File: config.mk
export PLATFORM = sky130hd
export DESIGN_NAME = stereo_disparity_calc
export DESIGN_NICKNAME = d
export VERILOG_FILES = /design/src/rtl/stereo_disparity_calc_pkg.sv /design/src/rtl/stereo_disparity_calc_seq_udiv.sv /design/src/rtl/stereo_disparity_calc.sv
export SDC_FILE = /design/constraint.sdc
export NUM_CORES = 1
export LEC_CHECK = 0
export ABC_CLOCK_PERIOD_IN_PS = 3600
export BUFFER_PORTS_ARGS = -buffer_cell sky130_fd_sc_hd__buf_4
export CAP_MARGIN = 40
export CORE_ASPECT_RATIO = 0.6
export CORE_UTILIZATION = 26
export CTS_CLUSTER_SIZE = 30
export DETAILED_ROUTE_END_ITERATION = 8
export GPL_TIMING_DRIVEN = 1
export SYNTH_ARGS = -nofsm -noshare
export SYNTH_HDL_FRONTEND = slang
export SYNTH_SLANG_ARGS = --single-unit
File: constraint.sdc
create_clock -name sysclk -period 3.6 [get_ports sysclk]
set_input_delay 0.18 -clock sysclk [delete_from_list [all_inputs] [get_ports sysclk]]
set_output_delay 0.18 -clock sysclk [all_outputs]
set_load 0.1 [all_outputs]
File: src/rtl/stereo_disparity_calc_pkg.sv
`default_nettype none
// ============================================================================
// Module   : stereo_disparity_calc_pkg
// Purpose  : Shared calc-window geometry, result widths and FSM encoding.
// Revision : 1.0
// ============================================================================
package stereo_disparity_calc_pkg;

    localparam int WIDTH  = 79;
    localparam int HEIGHT = 16;
    localparam int ADDR_W = 11;
    localparam int PIX_W  = 3;
    localparam int COL_W  = 7;
    localparam int DISP_W = 8;
    localparam int SUM_W  = 12;
    localparam int ROWS_W = 5;

    localparam logic [ADDR_W-1:0] LAST_ADDR = ADDR_W'(WIDTH * HEIGHT - 1);
    localparam logic [COL_W-1:0]  LAST_COL  = COL_W'(WIDTH - 1);

    typedef enum logic [2:0] {
        ST_IDLE   = 3'd0,
        ST_SCAN   = 3'd1,
        ST_DRAIN  = 3'd2,
        ST_DIVIDE = 3'd3,
        ST_DONE   = 3'd4
    } state_t;

    function automatic logic [SUM_W-1:0] abs_sum(input logic [SUM_W-1:0] s);
        return s[SUM_W-1] ? -s : s;
    endfunction

endpackage
`default_nettype wire

File: src/rtl/stereo_disparity_calc_seq_udiv.sv
`default_nettype none
// ============================================================================
// Module   : seq_udiv
// Purpose  : Unsigned restoring divider, one quotient bit per cycle.
// Revision : 1.0
// ============================================================================
module seq_udiv
    import stereo_disparity_calc_pkg::*;
#(
    parameter int N_W = SUM_W,
    parameter int D_W = ROWS_W,
    parameter int Q_W = DISP_W
) (
    input  logic           sysclk,
    input  logic           resetc,
    input  logic           start,
    input  logic [N_W-1:0] dividend,
    input  logic [D_W-1:0] divisor,
    output logic           done,
    output logic [Q_W-1:0] quotient
);
    localparam int CNT_W = $clog2(N_W);

    logic [D_W-1:0]   r_rem;
    logic [D_W-1:0]   r_div;
    logic [N_W-1:0]   r_quo;
    logic [CNT_W-1:0] r_cnt;
    logic             r_busy;
    logic             r_done;

    logic [D_W-1:0]   w_rem_in;
    logic [D_W-1:0]   w_div_in;
    logic [N_W-1:0]   w_quo_in;
    logic [D_W:0]     w_shift;
    logic [D_W:0]     w_diff;
    logic             w_ge;
    logic [D_W-1:0]   w_rem_next;
    logic [N_W-1:0]   w_quo_next;

    // The start cycle already performs the first step, so N_W cycles in total.
    always_comb begin
        w_rem_in   = start ? '0 : r_rem;
        w_quo_in   = start ? dividend : r_quo;
        w_div_in   = start ? divisor : r_div;
        w_shift    = {w_rem_in, w_quo_in[N_W-1]};
        w_ge       = (w_shift >= {1'b0, w_div_in});
        w_diff     = w_shift - {1'b0, w_div_in};
        w_rem_next = w_ge ? w_diff[D_W-1:0] : w_shift[D_W-1:0];
        w_quo_next = {w_quo_in[N_W-2:0], w_ge};
    end

    always_ff @(posedge sysclk or negedge resetc) begin
        if (!resetc) begin
            r_rem  <= '0;
            r_div  <= '0;
            r_quo  <= '0;
            r_cnt  <= '0;
            r_busy <= 1'b0;
            r_done <= 1'b0;
        end else begin
            r_done <= 1'b0;
            if (start) begin
                r_rem  <= w_rem_next;
                r_quo  <= w_quo_next;
                r_div  <= w_div_in;
                r_cnt  <= CNT_W'(1);
                r_busy <= 1'b1;
            end else if (r_busy) begin
                r_rem <= w_rem_next;
                r_quo <= w_quo_next;
                r_cnt <= r_cnt + CNT_W'(1);
                if (r_cnt == CNT_W'(N_W - 1)) begin
                    r_busy <= 1'b0;
                    r_done <= 1'b1;
                end
            end
        end
    end

    assign done     = r_done;
    assign quotient = r_quo[Q_W-1:0];

endmodule
`default_nettype wire

File: src/rtl/stereo_disparity_calc.sv
`default_nettype none
// ============================================================================
// Module   : stereo_disparity_calc
// Purpose  : Scans both calc buffers, averages per-row dark-column offset.
// Revision : 1.0
// ============================================================================
module stereo_disparity_calc
    import stereo_disparity_calc_pkg::*;
#(
    parameter int THRESH   = 3,
    parameter int RD_LAT   = 2,
    parameter int MIN_ROWS = 8
) (
    input  logic              sysclk,
    input  logic              resetc,
    input  logic              start,
    output logic [ADDR_W-1:0] rdaddr,
    output logic              rden,
    input  logic [PIX_W-1:0]  q_left,
    input  logic [PIX_W-1:0]  q_right,
    output logic              busy,
    output logic              disp_valid,
    output logic [DISP_W-1:0] disparity,
    output logic [ROWS_W-1:0] rows_used,
    output logic              disp_ok
);
    localparam int DRAIN_W = $clog2(RD_LAT + 1);

    state_t              r_state;
    state_t              w_next;
    logic                w_accept;
    logic                w_div_start;

    logic [ADDR_W-1:0]   r_addr;
    logic                r_rden;
    logic [COL_W-1:0]    r_col;
    logic [DRAIN_W-1:0]  r_drain;
    logic [COL_W-1:0]    r_tag_col [RD_LAT];
    logic                r_tag_vld [RD_LAT];

    logic                r_found_l;
    logic                r_found_r;
    logic [COL_W-1:0]    r_col_l;
    logic [COL_W-1:0]    r_col_r;
    logic [SUM_W-1:0]    r_sum;
    logic [ROWS_W-1:0]   r_rows;

    logic                r_busy;
    logic                r_disp_valid;
    logic [DISP_W-1:0]   r_disparity;
    logic [ROWS_W-1:0]   r_rows_used;
    logic                r_disp_ok;

    logic [COL_W-1:0]    w_tcol;
    logic                w_tvld;
    logic                w_fl;
    logic                w_fr;
    logic [COL_W-1:0]    w_cl;
    logic [COL_W-1:0]    w_cr;
    logic [SUM_W-1:0]    w_d;
    logic                w_ok;
    logic                w_div_done;
    logic [DISP_W-1:0]   w_quo;
    logic [DISP_W-1:0]   w_disp;

    always_comb begin
        w_tcol = r_tag_col[RD_LAT-1];
        w_tvld = r_tag_vld[RD_LAT-1];
        w_fl   = r_found_l | (q_left  <= PIX_W'(THRESH));
        w_fr   = r_found_r | (q_right <= PIX_W'(THRESH));
        w_cl   = r_found_l ? r_col_l : w_tcol;
        w_cr   = r_found_r ? r_col_r : w_tcol;
        w_d    = SUM_W'(w_cl) - SUM_W'(w_cr);
        w_ok   = (r_rows >= ROWS_W'(MIN_ROWS));
        w_disp = r_sum[SUM_W-1] ? -w_quo : w_quo;
    end

    always_ff @(posedge sysclk or negedge resetc) begin
        if (!resetc) r_state <= ST_IDLE;
        else         r_state <= w_next;
    end

    always_comb begin
        w_next      = r_state;
        w_accept    = 1'b0;
        w_div_start = 1'b0;
        case (r_state)
            ST_IDLE: begin
                if (start) begin
                    w_next   = ST_SCAN;
                    w_accept = 1'b1;
                end
            end
            ST_SCAN: begin
                if (r_addr == LAST_ADDR) w_next = ST_DRAIN;
            end
            ST_DRAIN: begin
                // One cycle past RD_LAT so the final end-of-row update has landed.
                if (r_drain == DRAIN_W'(RD_LAT)) begin
                    if (w_ok) begin
                        w_next      = ST_DIVIDE;
                        w_div_start = 1'b1;
                    end else begin
                        w_next = ST_DONE;
                    end
                end
            end
            ST_DIVIDE: begin
                if (w_div_done) w_next = ST_DONE;
            end
            ST_DONE: w_next = ST_IDLE;
            default: w_next = ST_IDLE;
        endcase
    end

    always_ff @(posedge sysclk or negedge resetc) begin
        if (!resetc) begin
            r_addr  <= '0;
            r_rden  <= 1'b0;
            r_col   <= '0;
            r_drain <= '0;
            for (int i = 0; i < RD_LAT; i++) begin
                r_tag_col[i] <= '0;
                r_tag_vld[i] <= 1'b0;
            end
        end else begin
            if (w_accept) begin
                r_rden <= 1'b1;
                r_addr <= '0;
                r_col  <= '0;
            end else if (r_state == ST_SCAN) begin
                if (r_addr == LAST_ADDR) begin
                    r_rden <= 1'b0;
                end else begin
                    r_addr <= r_addr + ADDR_W'(1);
                    r_col  <= (r_col == LAST_COL) ? '0 : r_col + COL_W'(1);
                end
            end
            r_drain      <= (r_state == ST_DRAIN) ? r_drain + DRAIN_W'(1) : '0;
            r_tag_col[0] <= r_col;
            r_tag_vld[0] <= r_rden;
            for (int i = 1; i < RD_LAT; i++) begin
                r_tag_col[i] <= r_tag_col[i-1];
                r_tag_vld[i] <= r_tag_vld[i-1];
            end
        end
    end

    always_ff @(posedge sysclk or negedge resetc) begin
        if (!resetc) begin
            r_found_l <= 1'b0;
            r_found_r <= 1'b0;
            r_col_l   <= '0;
            r_col_r   <= '0;
            r_sum     <= '0;
            r_rows    <= '0;
        end else if (w_accept) begin
            r_found_l <= 1'b0;
            r_found_r <= 1'b0;
            r_sum     <= '0;
            r_rows    <= '0;
        end else if (w_tvld) begin
            if (w_tcol == LAST_COL) begin
                r_found_l <= 1'b0;
                r_found_r <= 1'b0;
                if (w_fl && w_fr) begin
                    r_sum  <= r_sum + w_d;
                    r_rows <= r_rows + ROWS_W'(1);
                end
            end else begin
                r_found_l <= w_fl;
                r_found_r <= w_fr;
                r_col_l   <= w_cl;
                r_col_r   <= w_cr;
            end
        end
    end

    always_ff @(posedge sysclk or negedge resetc) begin
        if (!resetc) begin
            r_busy       <= 1'b0;
            r_disp_valid <= 1'b0;
            r_disparity  <= '0;
            r_rows_used  <= '0;
            r_disp_ok    <= 1'b0;
        end else begin
            r_busy       <= (w_next == ST_SCAN) || (w_next == ST_DRAIN) || (w_next == ST_DIVIDE);
            r_disp_valid <= (w_next == ST_DONE);
            if (w_next == ST_DONE) begin
                r_rows_used <= r_rows;
                r_disp_ok   <= w_ok;
                r_disparity <= w_ok ? w_disp : '0;
            end
        end
    end

    seq_udiv #(
        .N_W (SUM_W),
        .D_W (ROWS_W),
        .Q_W (DISP_W)
    ) u_div (
        .sysclk   (sysclk),
        .resetc   (resetc),
        .start    (w_div_start),
        .dividend (abs_sum(r_sum)),
        .divisor  (r_rows),
        .done     (w_div_done),
        .quotient (w_quo)
    );

    assign rdaddr     = r_addr;
    assign rden       = r_rden;
    assign busy       = r_busy;
    assign disp_valid = r_disp_valid;
    assign disparity  = r_disparity;
    assign rows_used  = r_rows_used;
    assign disp_ok    = r_disp_ok;

endmodule
`default_nettype wire

==> results <==
- Counting cells, the worst reg-to-reg path comes to 13.
- Along the worst hold path, the cell count comes to 2.
- The proportion of register bits with asynchronous set or reset after synthesis is 100.0%.
- Setup slack on the critical path of the routed design comes to roughly 0.067 ns.
- The number of failing setup endpoints in the final timing report is 0.
- Global routing finished with a remaining overflow of 0.
- Counting the buffers created by CTS gives 17.
- The starting DRC count in detailed routing is 398.
- The synthesized area divided by synthesized cell count is 9.870 sq um.
- The number of diodes is 0.
- Leaving out fill and tap cells, the most frequent cell in the layout is sky130_fd_sc_hd__dfrtp_1.
- The post-synthesis cell count is 635.
- Data on the critical path is required at its endpoint by 3.94 ns.
- The critical path startpoint category is a flip-flop.
- The latest clock arrival within the worst-skew pair is 0.42 ns.
- The total power is about 3.4 mW.
- The path class of the tightest hold or removal check is in -> reg.
- In the final design database the tool counted 756 nets.
- The setup slack of the most critical reg-to-reg path is ~0.067 ns.
- The post-detailed-route DRC marker count is 0.
- The count of nets left with antenna violations after detail routing is 0.
- The setup path with the least slack is of type reg -> reg.
- At the pin with the least slew margin, the transition time is 0.8624 ns.
- In this run the critical register-to-register path is captured at r_sum[11].
- Internal power comes to 2.594 mW.
- The arrival time of data at the critical path endpoint is 3.87 ns.
- The clock skew is 0.01026 ns.
- The worst hold path endpoint is r_found_r.
- The combinational fraction of design power is under 10%.
- The H-tree depth reported by CTS is 4.
- The worst setup slack after placement is -0.1450 ns.
- The number of placed instances, taps included, is 998.
- In this run the clock root is driven by a sky130_fd_sc_hd__clkbuf_16.
- Across all layers, the routed design uses between 4000 and 5000 vias.
- No sink is reached through more buffers than the 2 on the longest clock path.
- The synthesized netlist occupies a cell area of approximately 6300 sq um.
- The TritonCTS clock tree is done.
- After routing, the total negative slack on setup checks comes to 0 ns.
- The headroom to the max-slew limit is a little over two fifths.
- Net switching is 22.90% of the power.
- The share of the cycle needed by the critical path after routing is 98.13%.
- The share of total power dissipated in sequential elements is between 30% and 40%.
- Dividing the detail-routed wire length by the instance count gives 14.08 microns.
- Setup repair after global routing could not meet its margin everywhere.
- The detailed-route wire length is 14630 microns.
- The number of antenna violations at the first check in global routing is 0.
- The starting density of the core is 26.84%.
- The number of synthesized register bits is 117.
- In this run the power spent charging and discharging nets is 0.7705 mW.
- The reg-to-reg startpoint is r_found_l.
- Entering global routing, the biggest net connects 64 pins.
- The via count of the first global-routing pass came to 4507.
- The commonest register cell after synthesis is sky130_fd_sc_hd__dfrtp_1.
- The worst hold margin is 0.03823 ns.
- For this run, the detailed router's first-pass iteration total came to 5.
- For this run, the register share of the synthesized area comes to 46.72%.
- After clock tree synthesis, the clock-pin slew on the worst setup and hold paths is roughly 0.060 ns.
- The HPWL after detailed placement is 10400 microns.
- The area enclosed by the die boundary is 24750 sq um.
- During synthesis, Yosys emitted a total of 0 warnings.
- The routed via count divided by cell count is around 4.6.
- The all-layer global routing usage is 12.72%.
- After floorplanning, the core was sized to cover 23350 sq um.
- STA classifies the critical path endpoint as a flip-flop.
- The floorplan row count is 43.
- The start point of the worst min-delay path is q_right[2].
- The post-synthesis cell type count is 64.
- The clock network burns a little over half of the power.
- In this run the vertical extent of the chip is 122.3 microns.
- Port buffering added 32 buffers.
- The fmax is 283.1 MHz.
- The final cell count without fillers is 1039.
- The count of boundary I/O pins is 37.
- The area growth from synthesis to layout is 26.27%.
- The maximum vdd drop is 0.3228 mV.
- The ratio of cells with drive above 1 in the final layout is between 20% and 30%.
- The first global-routing pass estimated 24520 microns of wire.
- The largest fanout on the critical path is 6.
- The power density over the cells is roughly 430 nW/um^2.
- For this design, the sink count on the clock tree is ~120.
- In the layout the commonest cells are sky130_fd_sc_hd__dfrtp_1, sky130_fd_sc_hd__nand2_1, sky130_fd_sc_hd__buf_4.
- At the end of routability-driven placement, the weighted congestion stood at 0.7775.
- In this run the horizontal extent of the chip is 202.4 microns.
- The flow ran to the end, and the final reports show no timing, DRC or antenna violations.
- The analysis attributes to cell leakage a power of 3.600 nW.
- The synthesized netlist net count is 680.
- Counting I/O delays and the setup requirement, the final critical path takes 3.533 ns.
- The count of endpoints failing hold in the final timing report is 0.
- Max-cap violations in this run came to 0.
- The number of synthesized flops with an enable pin is 0.
- The final max-slew violation count is 0.
-- sequential cells by signal, indices dropped and copies added, names as in the netlist, 7 cells and up --
signal and flops:
r_tag_col 7, rdaddr 11, r_col_r 7, r_col_l 7, disparity 8, w_tcol 7
u_div.r_quo 12, r_col 7, r_sum 12
-- cells in the mapped netlist (all sizes together), types with 2 or more instances --
cell type | n | area share [%]
dfrtp | 117 | 47
nand2 | 93 | 5.6
o21ai | 43 | 3.5
nor2 | 37 | 2.2
ha | 33 | 6.6
inv | 31 | 1.9
a21oi | 29 | 2.4
nand3 | 29 | 2.3
mux2i | 21 | 3.4
xor2 | 20 | 2.8
clkbuf | 18 | 1.1
mux2 | 18 | 3.3
xnor2 | 18 | 2.5
nor3 | 11 | 0.96
or3 | 10 | 1.0
nand4 | 9 | 0.90
o31ai | 9 | 1.2
a21o | 7 | 0.84
nand2b | 7 | 0.70
and2 | 6 | 0.60
nor2b | 6 | 0.60
a211oi | 5 | 0.60
buf | 5 | 0.34
and3 | 4 | 0.40
o21a | 4 | 0.48
or4 | 4 | 0.60
fa | 3 | 0.96
nand3b | 3 | 0.36
o211ai | 3 | 0.36
a211o | 2 | 0.28
a21boi | 2 | 0.24
a311oi | 2 | 0.28
a31oi | 2 | 0.20
a32oi | 2 | 0.28
nand4b | 2 | 0.28
o211a | 2 | 0.32
-- per-layer routing --
metal	vias to the layer above	track usage, %	part of all wire (%)	wire [microns]
met5	-	0	0	0
met4	0	3.571	0.73	107
met3	10	3.797	5.1	744
met2	96	15.24	36	5236
met1	2285	20.69	58	8544
li1	2388	-	-	-
-- power by group through the flow --
stage	Sequential (mW)	Clock [mW]	Combinational (mW)
6_report	1.33	1.78	0.260
4_1_cts	1.33	1.81	0.238
2_1_floorplan	1.35	0	0.132
3_3_place_gp	1.35	0	0.227
5_1_grt	1.33	1.88	0.291
3_5_place_dp	1.35	0	0.234
-- metrics by stage --
| step | cell area (sq um) | util, % |
|---|---|---|
| after floorplan | 6277 | - |
| after global routing | 7914 | 33.89 |
| after CTS | 7790 | 33.36 |
| after global placement | 7112 | 30.46 |
| after detailed placement | 7139 | 30.58 |
| final | 7914 | 33.89 |
-- what timing repair did --
item | CTS | global route
buffers inserted | 0 | 7
pin swaps | 1 | 10
setup endpoints to repair | 2 | 6
hold endpoints to repair | 96 | 0
gates resized for setup | 3 | 17
hold buffers | 2 | 0
-- layout make-up --
cell class              instances  area (sq um)
fillers                      2390         15440
multi-input cells             464          3229
flip-flops and latches        117          2929
repair buffers                 80         625.6
clock buffers                  21         470.5
well taps                     315         394.1
clock inverters                11         148.9
inverters                      31         116.4
-- cells by family (layout without fill, tap and decap cells) --
logic type,Yosys count,after routing,share of synthesized area (%)
AND/OR/NAND/NOR,228,228,17.45
AO/OA/AOI/OAI,123,123,13.06
flip-flops,117,117,46.72
buffers and inverters,54,143,3.274
multiplexers,39,39,6.648
XOR/XNOR,38,38,5.310
adder cells (fa/ha/maj),36,36,7.547
-- worst max-delay path, stage by stage (launching register included) --
cell	delay, ns
sky130_fd_sc_hd__dfrtp_2	0.44
sky130_fd_sc_hd__buf_4	0.17
sky130_fd_sc_hd__mux2_2	0.34
sky130_fd_sc_hd__ha_1	0.22
sky130_fd_sc_hd__or4_1	0.49
sky130_fd_sc_hd__o32ai_2	0.22
sky130_fd_sc_hd__buf_4	0.18
sky130_fd_sc_hd__ha_1	0.24
sky130_fd_sc_hd__and3_1	0.21
sky130_fd_sc_hd__a2bb2oi_2	0.13
sky130_fd_sc_hd__a21boi_1	0.08
sky130_fd_sc_hd__a311oi_2	0.27
sky130_fd_sc_hd__mux2i_1	0.24
sky130_fd_sc_hd__mux2i_1	0.21
-- worst max path at each step --
stage / end / from / cells past startpoint / slack (ns)
5_1_grt: r_sum[11] / r_found_l / 15 / -0.16
3_3_place_gp: r_sum[11] / r_found_l / 13 / -0.04
3_5_place_dp: r_sum[11] / r_found_l / 13 / -0.15
2_1_floorplan: r_sum[11] / r_found_r / 17 / 0.06
6_report: r_sum[11] / r_found_l / 13 / 0.07
4_1_cts: r_sum[9] / r_found_l / 15 / 0.003
Note: power is estimated with default switching activity, not from simulation.
